<file path="src/rtl/collect_timer_pkg.sv">
// Shared encodings for the collection-window timer: mode values and window FSM states.
package collect_timer_pkg;

  localparam logic [1:0] MODE_LEVEL    = 2'd0;
  localparam logic [1:0] MODE_WINDOW   = 2'd1;
  localparam logic [1:0] MODE_PERIODIC = 2'd2;

  typedef enum logic [1:0] {
    StIdle    = 2'd0,
    StArmed   = 2'd1,
    StCollect = 2'd2,
    StDone    = 2'd3
  } state_e;

endpackage

</file>
<file path="src/rtl/tick_prescaler.sv">
// Free-running prescaler: one-cycle tick strobe every PRESCALE_DIV clk50 cycles.
module tick_prescaler #(
  parameter int unsigned PRESCALE_DIV = 256
) (
  input  logic clk50,
  input  logic rst,
  input  logic clr,
  output logic tick
);

  localparam int unsigned PhW = (PRESCALE_DIV > 2) ? $clog2(PRESCALE_DIV) : 1;
  localparam logic [PhW-1:0] PhLast = PhW'(PRESCALE_DIV - 1);

  logic [PhW-1:0] phase_q, phase_d;

  always_comb begin
    phase_d = phase_q + PhW'(1);
    if (phase_q == PhLast) begin
      phase_d = '0;
    end
  end

  always_ff @(posedge clk50) begin
    if (rst || clr) begin
      phase_q <= '0;
    end else begin
      phase_q <= phase_d;
    end
  end

  assign tick = (phase_q == PhLast);

endmodule

</file>
<file path="src/rtl/collect_window_timer.sv">
// Collection-window timer: tick counter plus a LEVEL/WINDOW/PERIODIC window FSM that gates
// detector collection. collect_time = threshold * PRESCALE_DIV clk50 cycles.
module collect_window_timer
  import collect_timer_pkg::*;
#(
  parameter int unsigned PRESCALE_DIV = 256,
  parameter int unsigned CNT_W        = 15
) (
  input  logic             clk50,
  input  logic             rst,
  input  logic             enable,
  input  logic             clr,
  input  logic [1:0]       mode,
  input  logic [CNT_W-1:0] start_thresh,
  input  logic [CNT_W-1:0] stop_thresh,
  input  logic [CNT_W-1:0] period,
  output logic             tick,
  output logic [CNT_W-1:0] count,
  output logic             collect_enable,
  output logic             win_open,
  output logic             win_close,
  output logic             done
);

  localparam logic [CNT_W-1:0] CntMax = {CNT_W{1'b1}};

  state_e           state_q, state_d;
  logic [1:0]       mode_q;
  logic [CNT_W-1:0] start_q, stop_q, period_q;
  logic [CNT_W-1:0] count_q, count_d;
  logic             coll_q, open_q, close_q;
  logic             open_d, close_d;
  logic             latch;
  logic             periodic_eff;
  logic [CNT_W-1:0] period_eff;

  tick_prescaler #(
    .PRESCALE_DIV(PRESCALE_DIV)
  ) u_prescaler (
    .clk50(clk50),
    .rst  (rst),
    .clr  (clr),
    .tick (tick)
  );

  // Shadow registers capture the configuration on IDLE->ARMED; on that same edge the
  // counter must already see the incoming configuration.
  assign latch        = (state_q == StIdle) && enable && !clr;
  assign periodic_eff = latch ? (mode == MODE_PERIODIC) : (mode_q == MODE_PERIODIC);
  assign period_eff   = latch ? period : period_q;

  always_comb begin
    count_d = count_q;
    if (clr) begin
      count_d = '0;
    end else if (tick && enable) begin
      if (periodic_eff && (count_q == period_eff)) begin
        count_d = '0;
      end else if (count_q != CntMax) begin
        count_d = count_q + CNT_W'(1);
      end
    end
  end

  always_comb begin
    state_d = state_q;
    case (state_q)
      StIdle: begin
        if (enable) state_d = StArmed;
      end
      StArmed: begin
        if (count_q >= start_q) begin
          if (mode_q == MODE_WINDOW) begin
            // Already past stop (including empty windows): finish without opening.
            state_d = (count_q >= stop_q) ? StDone : StCollect;
          end else if (mode_q == MODE_PERIODIC) begin
            if (count_q < stop_q) state_d = StCollect;
          end else begin
            state_d = StCollect;
          end
        end
      end
      StCollect: begin
        if (count_q >= stop_q) begin
          if (mode_q == MODE_WINDOW) begin
            state_d = StDone;
          end else if (mode_q == MODE_PERIODIC) begin
            state_d = StArmed;
          end
        end
      end
      StDone: begin
        state_d = StDone;
      end
      default: begin
        state_d = StIdle;
      end
    endcase
    if (clr) state_d = StIdle;
    open_d  = (state_d == StCollect) && (state_q != StCollect);
    close_d = (state_q == StCollect) && (state_d != StCollect) && !clr;
  end

  always_ff @(posedge clk50) begin
    if (rst) begin
      state_q  <= StIdle;
      mode_q   <= MODE_LEVEL;
      start_q  <= '0;
      stop_q   <= '0;
      period_q <= '0;
      count_q  <= '0;
      coll_q   <= 1'b0;
      open_q   <= 1'b0;
      close_q  <= 1'b0;
    end else begin
      state_q <= state_d;
      count_q <= count_d;
      coll_q  <= (state_d == StCollect);
      open_q  <= open_d;
      close_q <= close_d;
      if (latch) begin
        mode_q   <= mode;
        start_q  <= start_thresh;
        stop_q   <= stop_thresh;
        period_q <= period;
      end
    end
  end

  assign count          = count_q;
  assign collect_enable = coll_q;
  assign win_open       = open_q;
  assign win_close      = close_q;
  assign done           = (state_q == StDone);

endmodule
</file>
<file path="config.mk">
export PLATFORM = sky130hd
export DESIGN_NAME = collect_window_timer
export DESIGN_NICKNAME = d
export VERILOG_FILES = /design/src/rtl/collect_timer_pkg.sv /design/src/rtl/tick_prescaler.sv /design/src/rtl/collect_window_timer.sv
export SDC_FILE = /design/constraint.sdc
export NUM_CORES = 1
export LEC_CHECK = 0
export BUFFER_PORTS_ARGS = -buffer_cell sky130_fd_sc_hd__buf_2
export CAP_MARGIN = 20
export CORE_MARGIN = 5
export CORE_UTILIZATION = 40
export CTS_CLUSTER_DIAMETER = 50
export DETAILED_ROUTE_END_ITERATION = 6
export HOLD_SLACK_MARGIN = 0.1
export PLACE_DENSITY = 0.68
export REMOVE_ABC_BUFFERS = 1
export SLEW_MARGIN = 20
export SYNTH_ARGS = -nofsm -noshare
export SYNTH_HDL_FRONTEND = slang
export SYNTH_SLANG_ARGS = --single-unit
</file>
<file path="constraint.sdc">
create_clock -name clk50 -period 4.73 [get_ports clk50]
set_input_delay 0.473 -clock clk50 [delete_from_list [all_inputs] [get_ports clk50]]
set_output_delay 0.473 -clock clk50 [all_outputs]
set_load 0.03 [all_outputs]
</file>
# Word level (Yosys, flattened, before mapping)
# Cells that the tools add are included.
# Widths: inputs -> output; s select.
[totals] reg_bits=75 in_bits=51 out_inout_bits=20 elab_cells=56
[classes] n_addsub=2 order_cmp=3 eq_ne=12 mux=15 n_reduce_logical=14
[op_table] op="$mux 15" count=3
[op_table] op="$ge 15x15->1" count=2
[op_table] op="$mux 2" count=9
[op_table] op="$add 15x1->15 const B" count=1
[op_table] op="$eq 15x15->1" count=1
[op_table] op="$lt 15x15->1" count=1
[op_table] op="$ne 15x15->1 const B" count=1
[op_table] op="$eq 2x2->1 const B" count=5
[op_table] op="$add 8x1->8 const B" count=1
[op_table] op="$eq 8x8->1 const B" count=1
[op_table] op="$pmux 2 s4" count=1
[op_table] op="$logic_and 1x1->1" count=7
[op_table] op="$eq 2x1->1 const B" count=2
[op_table] op="$ne 2x2->1 const B" count=2
[op_table] op="$reduce_or 2->1" count=2
[op_table] op="$logic_not 2->1" count=1
[op_table] op="$mux 1" count=2
[op_table] op="$reduce_and 2->1" count=1
[op_table] op="$reduce_bool 2->1" count=1
[op_table] op="$logic_not 1->1" count=1
[op_table] op="$logic_or 1x1->1" count=1

# Logic depth before layout (Yosys ltp)
[depth] word_depth=10 depth_mapped=9 mapped_depth_nobuf=9

# Cells and area by module
# From an unflattened synthesis, not the netlist that was laid out.
[hier_totals] cells_unflattened=513 area_unflattened_um2=4023.9
[modules_own_cells] module="collect_window_timer" instances=1 cells_each=473 area_per_inst_um2=3669.8
[modules_own_cells] module="tick_prescaler" instances=1 cells_each=40 area_per_inst_um2=354.1

# Worst setup path before layout
# No wires, ideal clock.
[synth_path] path_type="input to register" from="in clr" to="reg count_q[11] (netlist: count[11])" setup_time_ns=0.115 arrival_ns=2.277 required_time_ns=4.615 slack_ns=2.339 stages=9 n_path_buf=2 cell_sequence="nor4b_4 -> buf_6 -> mux2i_1 -> o221ai_1 -> nor4b_2 -> o2111ai_2 -> nand2_2 -> buf_6 -> nor2_1"
[synth_between] elab_chain_len=7
[synth_rtl] item="start, declared" line="collect_window_timer.sv:12" source="input logic clr,"
[synth_rtl] item="$logic_not 1->1" line="collect_window_timer.sv:48" source="assign latch = (state_q == StIdle) && enable && !clr;"
[synth_rtl] item="$logic_and 1x1->1" line="collect_window_timer.sv:48"
[synth_rtl] item="$mux 15"
[synth_rtl] item="$eq 15x15->1" line="collect_window_timer.sv:57" source="if (periodic_eff && (count_q == period_eff)) begin"
[synth_rtl] item="$logic_and 1x1->1" line="collect_window_timer.sv:57"
[synth_rtl] item="$reduce_bool 2->1 (no line)"
[synth_rtl] item="$reduce_and 2->1 (no line)"
[synth_rtl] item="end signal, assigned" line="collect_window_timer.sv:117" source="count_q <= count_d;"
[synth_rtl] item="end, declared" line="collect_window_timer.sv:30" source="logic [CNT_W-1:0] count_q, count_d;"
# Several ways; a longest one is shown, not always the timed one.
# A chain may end at the register's enable or synchronous reset.

# Final worst setup path
[layout_path] from="reg state_q[1]" to="reg count_q[4] (netlist: count[4])"
[layout_between] elab_chain_len=8
[layout_rtl] item="start, declared" line="collect_window_timer.sv:27" source="state_e state_q, state_d;"
[layout_rtl] item="start signal, assigned" line="collect_window_timer.sv:106" source="state_q <= StIdle;"
[layout_rtl] item="start signal, assigned" line="collect_window_timer.sv:116" source="state_q <= state_d;"
[layout_rtl] item="$logic_not 2->1 *" line="collect_window_timer.sv:48"
[layout_rtl] item="$logic_and 1x1->1 * (2 in a row)" line="collect_window_timer.sv:48"
[layout_rtl] item="$mux 15"
[layout_rtl] item="$eq 15x15->1" line="collect_window_timer.sv:57"
[layout_rtl] item="$logic_and 1x1->1 *" line="collect_window_timer.sv:57"
[layout_rtl] item="$reduce_bool 2->1 (no line)"
[layout_rtl] item="$reduce_and 2->1 (no line)"
# Every way passes the cells marked *; elsewhere a longest branch is shown, timed or not.

==> flow_metrics.py <==
metrics = {
    "synthesis": {
        "ys_types": 46,
        "synth_ff_type": "dfxtp_1",
        "synthAdderAreaFrac_pct": 10.1,
        "synth_top_family_by_area": "simple AND/OR/NAND/NOR gates",
        "synth_cells": 503,
        "synthSimpleGateAreaFrac_pct": 21.7,
        "synth_xor_area_share_pct": 6.82,
        "syn_avg_cell_area_sq_um": 7.92,
        "synthesis.area_sq_um": 3980,
        "synth_seq_area_share_pct": 37.7,
        "synth_compound_area_share_pct": 15.5,
        "muxShareOfSynthArea_pct": 1.51,
        "yosys_warnings": 0,
        "ys_async_sr_fraction_pct": 0,
        "synth_seq_cells": 75,
        "synth-edff-count": 0,
    },
    "clock_network": {
        "cts.sinks": 75,
        "ctsResizeCount": 0,
        "cts_tree": "yes",
        "clkTransAtPathRegs_ns": 0.07,
        "numCtsBuffers": 9,
        "ctsRootBufferMaster": "clkbuf_8",
        "clk_path_buf_depth": 2,
        "cts_setup_buffers": 0,
        "htree_num_levels": 3,
        "postCtsHoldBufs": 0,
        "clk_latency_ns": 0.36,
    },
    "routing": {
        "wl_per_cell_um": 14.0,
        "ant_nets": 0,
        "first_pass_iters": 4,
        "totalWireLength_um": 9870,
        "via_per_inst": 5.00,
        "drt_iter0_markers": 179,
        "vias": 3515,
        "drcViolationCount": 0,
    },
    "die": {
        "start_util_pct": 40.9,
        "die_h_um": 110,
        "rows": 36,
        "fp.dieW_um": 110,
        "core_sq_um": 9730,
        "io_pins": 71,
        "die_area_sq_um": 12100,
    },
    "final_layout": {
        "nFillCells": 1012,
        "area_delta_synth_final_pct": 15.1,
        "layout_commonest_cell": "nand2_1",
        "layout-drive-gt1-share_pct": 16.0,
        "num_antenna_cells": 0,
        "nets": 651,
        "regArea_sq_um": 1500,
        "final_cells": 703,
        "multi_input_area_sq_um": 2210,
        "mostFrequentLayoutCells": "nand2_1, dfxtp_1, buf_2",
    },
    "worst_setup_path": {
        "required_ns": 4.97,
        "worst_path_max_delay_cell": "nor4b_4",
        "path_delay_family": "simple AND/OR/NAND/NOR gates",
        "cp-end-kind": "flop",
        "slowest_delay_ns": 0.69,
        "cp-start-kind": "flop",
        "path_cells": "nor4b_4 -> buf_4 -> mux2i_1 -> o22ai_1 -> nor4b_2 -> o2111ai_2 -> nand2_2 -> nor2_1",
        "critical_path_arrival_ns": 3.12,
        "cp_num_buf_inv": 1,
        "path_max_fanout": 19,
        "worstSetupPathType": "flop to flop",
    },
    "job": {
        "maxCapViolations": 0,
    },
    "pwr": {
        "total_power_uw": 1230,
        "power.density_nw_per_um2": 268,
        "p_leak_uw": 0.00187,
        "peakVddDrop_mv": 0.127,
    },
    "sta": {
        "slew_headroom_pct": 38.7,
        "min_period_over_period_pct": 60.9,
        "setup_tns_ns": 0,
        "drv_slew": 0,
        "hold_viol": 0,
        "setup_viol": 0,
        "period_needed_ns": 2.88,
        "fmax_mhz": 347,
        "skew_ns": 0.00614,
        "rsz0062_at_grt": "false",
        "worst_pin_slew_ns": 0.920,
    },
    "global_routing": {
        "grt_max_degree": 51,
        "grt_pass1_vias": 3663,
        "grt.overflow.total": 0,
        "grt_first_pass_wirelength_um": 16600,
        "antenna_found_initial": 0,
        "grt_usage_pct": 17.7,
    },
    "place": {
        "dp.cells": 690,
        "dp_hpwl_um": 7660,
        "gp_congestion": 0.876,
        "io_buffers": 70,
    },
    "worst_hold_path": {
        "hp-class": "input port to flop",
    },
    "outcome": {
        "status": "finished, final reports clean",
    },
}
[cell families (layout without fill, tap and decap cells)]
| logic type | after synthesis | count (layout) |
|---|---|---|
| multiplexers | 6 | 6 |
| flip-flops | 75 | 75 |
| XOR/XNOR | 31 | 31 |
| AO/OA/AOI/OAI | 100 | 100 |
| AND/OR/NAND/NOR | 191 | 191 |
| buffers and inverters | 68 | 135 |
| adder cells (fa/ha/maj) | 32 | 32 |
[cells in the mapped netlist, types with 2 or more instances]
cell type	count	area, sq um
nand2_1	102	383
dfxtp_1	75	1500
a21oi_1	63	315
inv_1	49	184
nor2_1	39	146
ha_1	32	400
xnor2_1	20	175
clkbuf_1	17	63.8
nand3_1	12	60.1
xor2_1	11	96.3
nand4_1	9	56.3
o21ai_0	9	45.0
mux2i_1	6	60.1
nor2b_1	6	37.5
nand2b_1	4	25.0
a221oi_1	3	26.3
and3_1	3	18.8
nor3_1	3	15.0
o211ai_1	3	22.5
o221ai_1	3	26.3
o22ai_1	3	18.8
a31oi_1	2	12.5
and4_1	2	17.5
buf_6	2	22.5
nand3b_1	2	15.0
nor4_1	2	12.5
o2bb2ai_1	2	17.5
[power breakdown]
group / switching (uW) / leakage, uW / total (uW) / internal [uW]
Sequential: 12.5 / 0.000610 / 665 / 652
Clock: 219 / 0.0000754 / 416 / 197
Combinational: 87.8 / 0.00119 / 148 / 60.2
Total: 319 / 0.00187 / 1230 / 910
[stage by stage]
step	hold WS [ns]	instance area [sq um]	util (%)	setup WS (ns)
2_1_floorplan	0.430	3900	-	1.43
3_3_place_gp	0.446	4440	45.6	1.68
3_5_place_dp	0.450	4440	45.6	1.57
4_1_cts	0.340	4590	47.1	1.85
5_1_grt	0.349	4590	47.1	1.54
6_report	0.344	4590	47.1	1.85
[flip-flops by register name, indices dropped and copies added, names as in the netlist, 2 cells and up]
register,cells
stop_q,15
start_q,15
state_q,2
u_prescaler.phase_q,8
period_q,15
mode_q,2
count,15
[tightest hold or removal path: stages]
cell	delay, ns
buf_2	0.09
nand2_1	0.04
a21oi_1	0.05
[final cells by class]
type	instances	area share, %
well taps	133	3.63
flip-flops and latches	75	32.7
multi-input cells	360	48.2
clock buffers	13	3.25
inverters	49	4.01
repair buffers	73	8.13
[routing by layer]
| metal | vias up | track usage (%) | share of wire [%] |
|---|---|---|---|
| met1 | 1586 | 21.4 | 44 |
| li1 | 1818 | - | - |
| met2 | 94 | 29.7 | 47 |
| met3 | 17 | 3.76 | 6.2 |
| met5 | - | 0 | 0 |
| met4 | 0 | 8.28 | 2.3 |
[final timing paths]
| kind | startpoint | to | slack (ns) | cells after the start |
|---|---|---|---|---|
| worst min register to register | start_q[6] | start_q[6] | 0.45 | 2 |
| worst max register to register | state_q[1] | count[4] | 1.85 | 8 |
| worst min-delay path | start_thresh[14] | start_q[14] | 0.34 | 3 |
| worst max-delay path | state_q[1] | count[4] | 1.85 | 8 |
No activity file was read; power rests on OpenSTA's default activity.
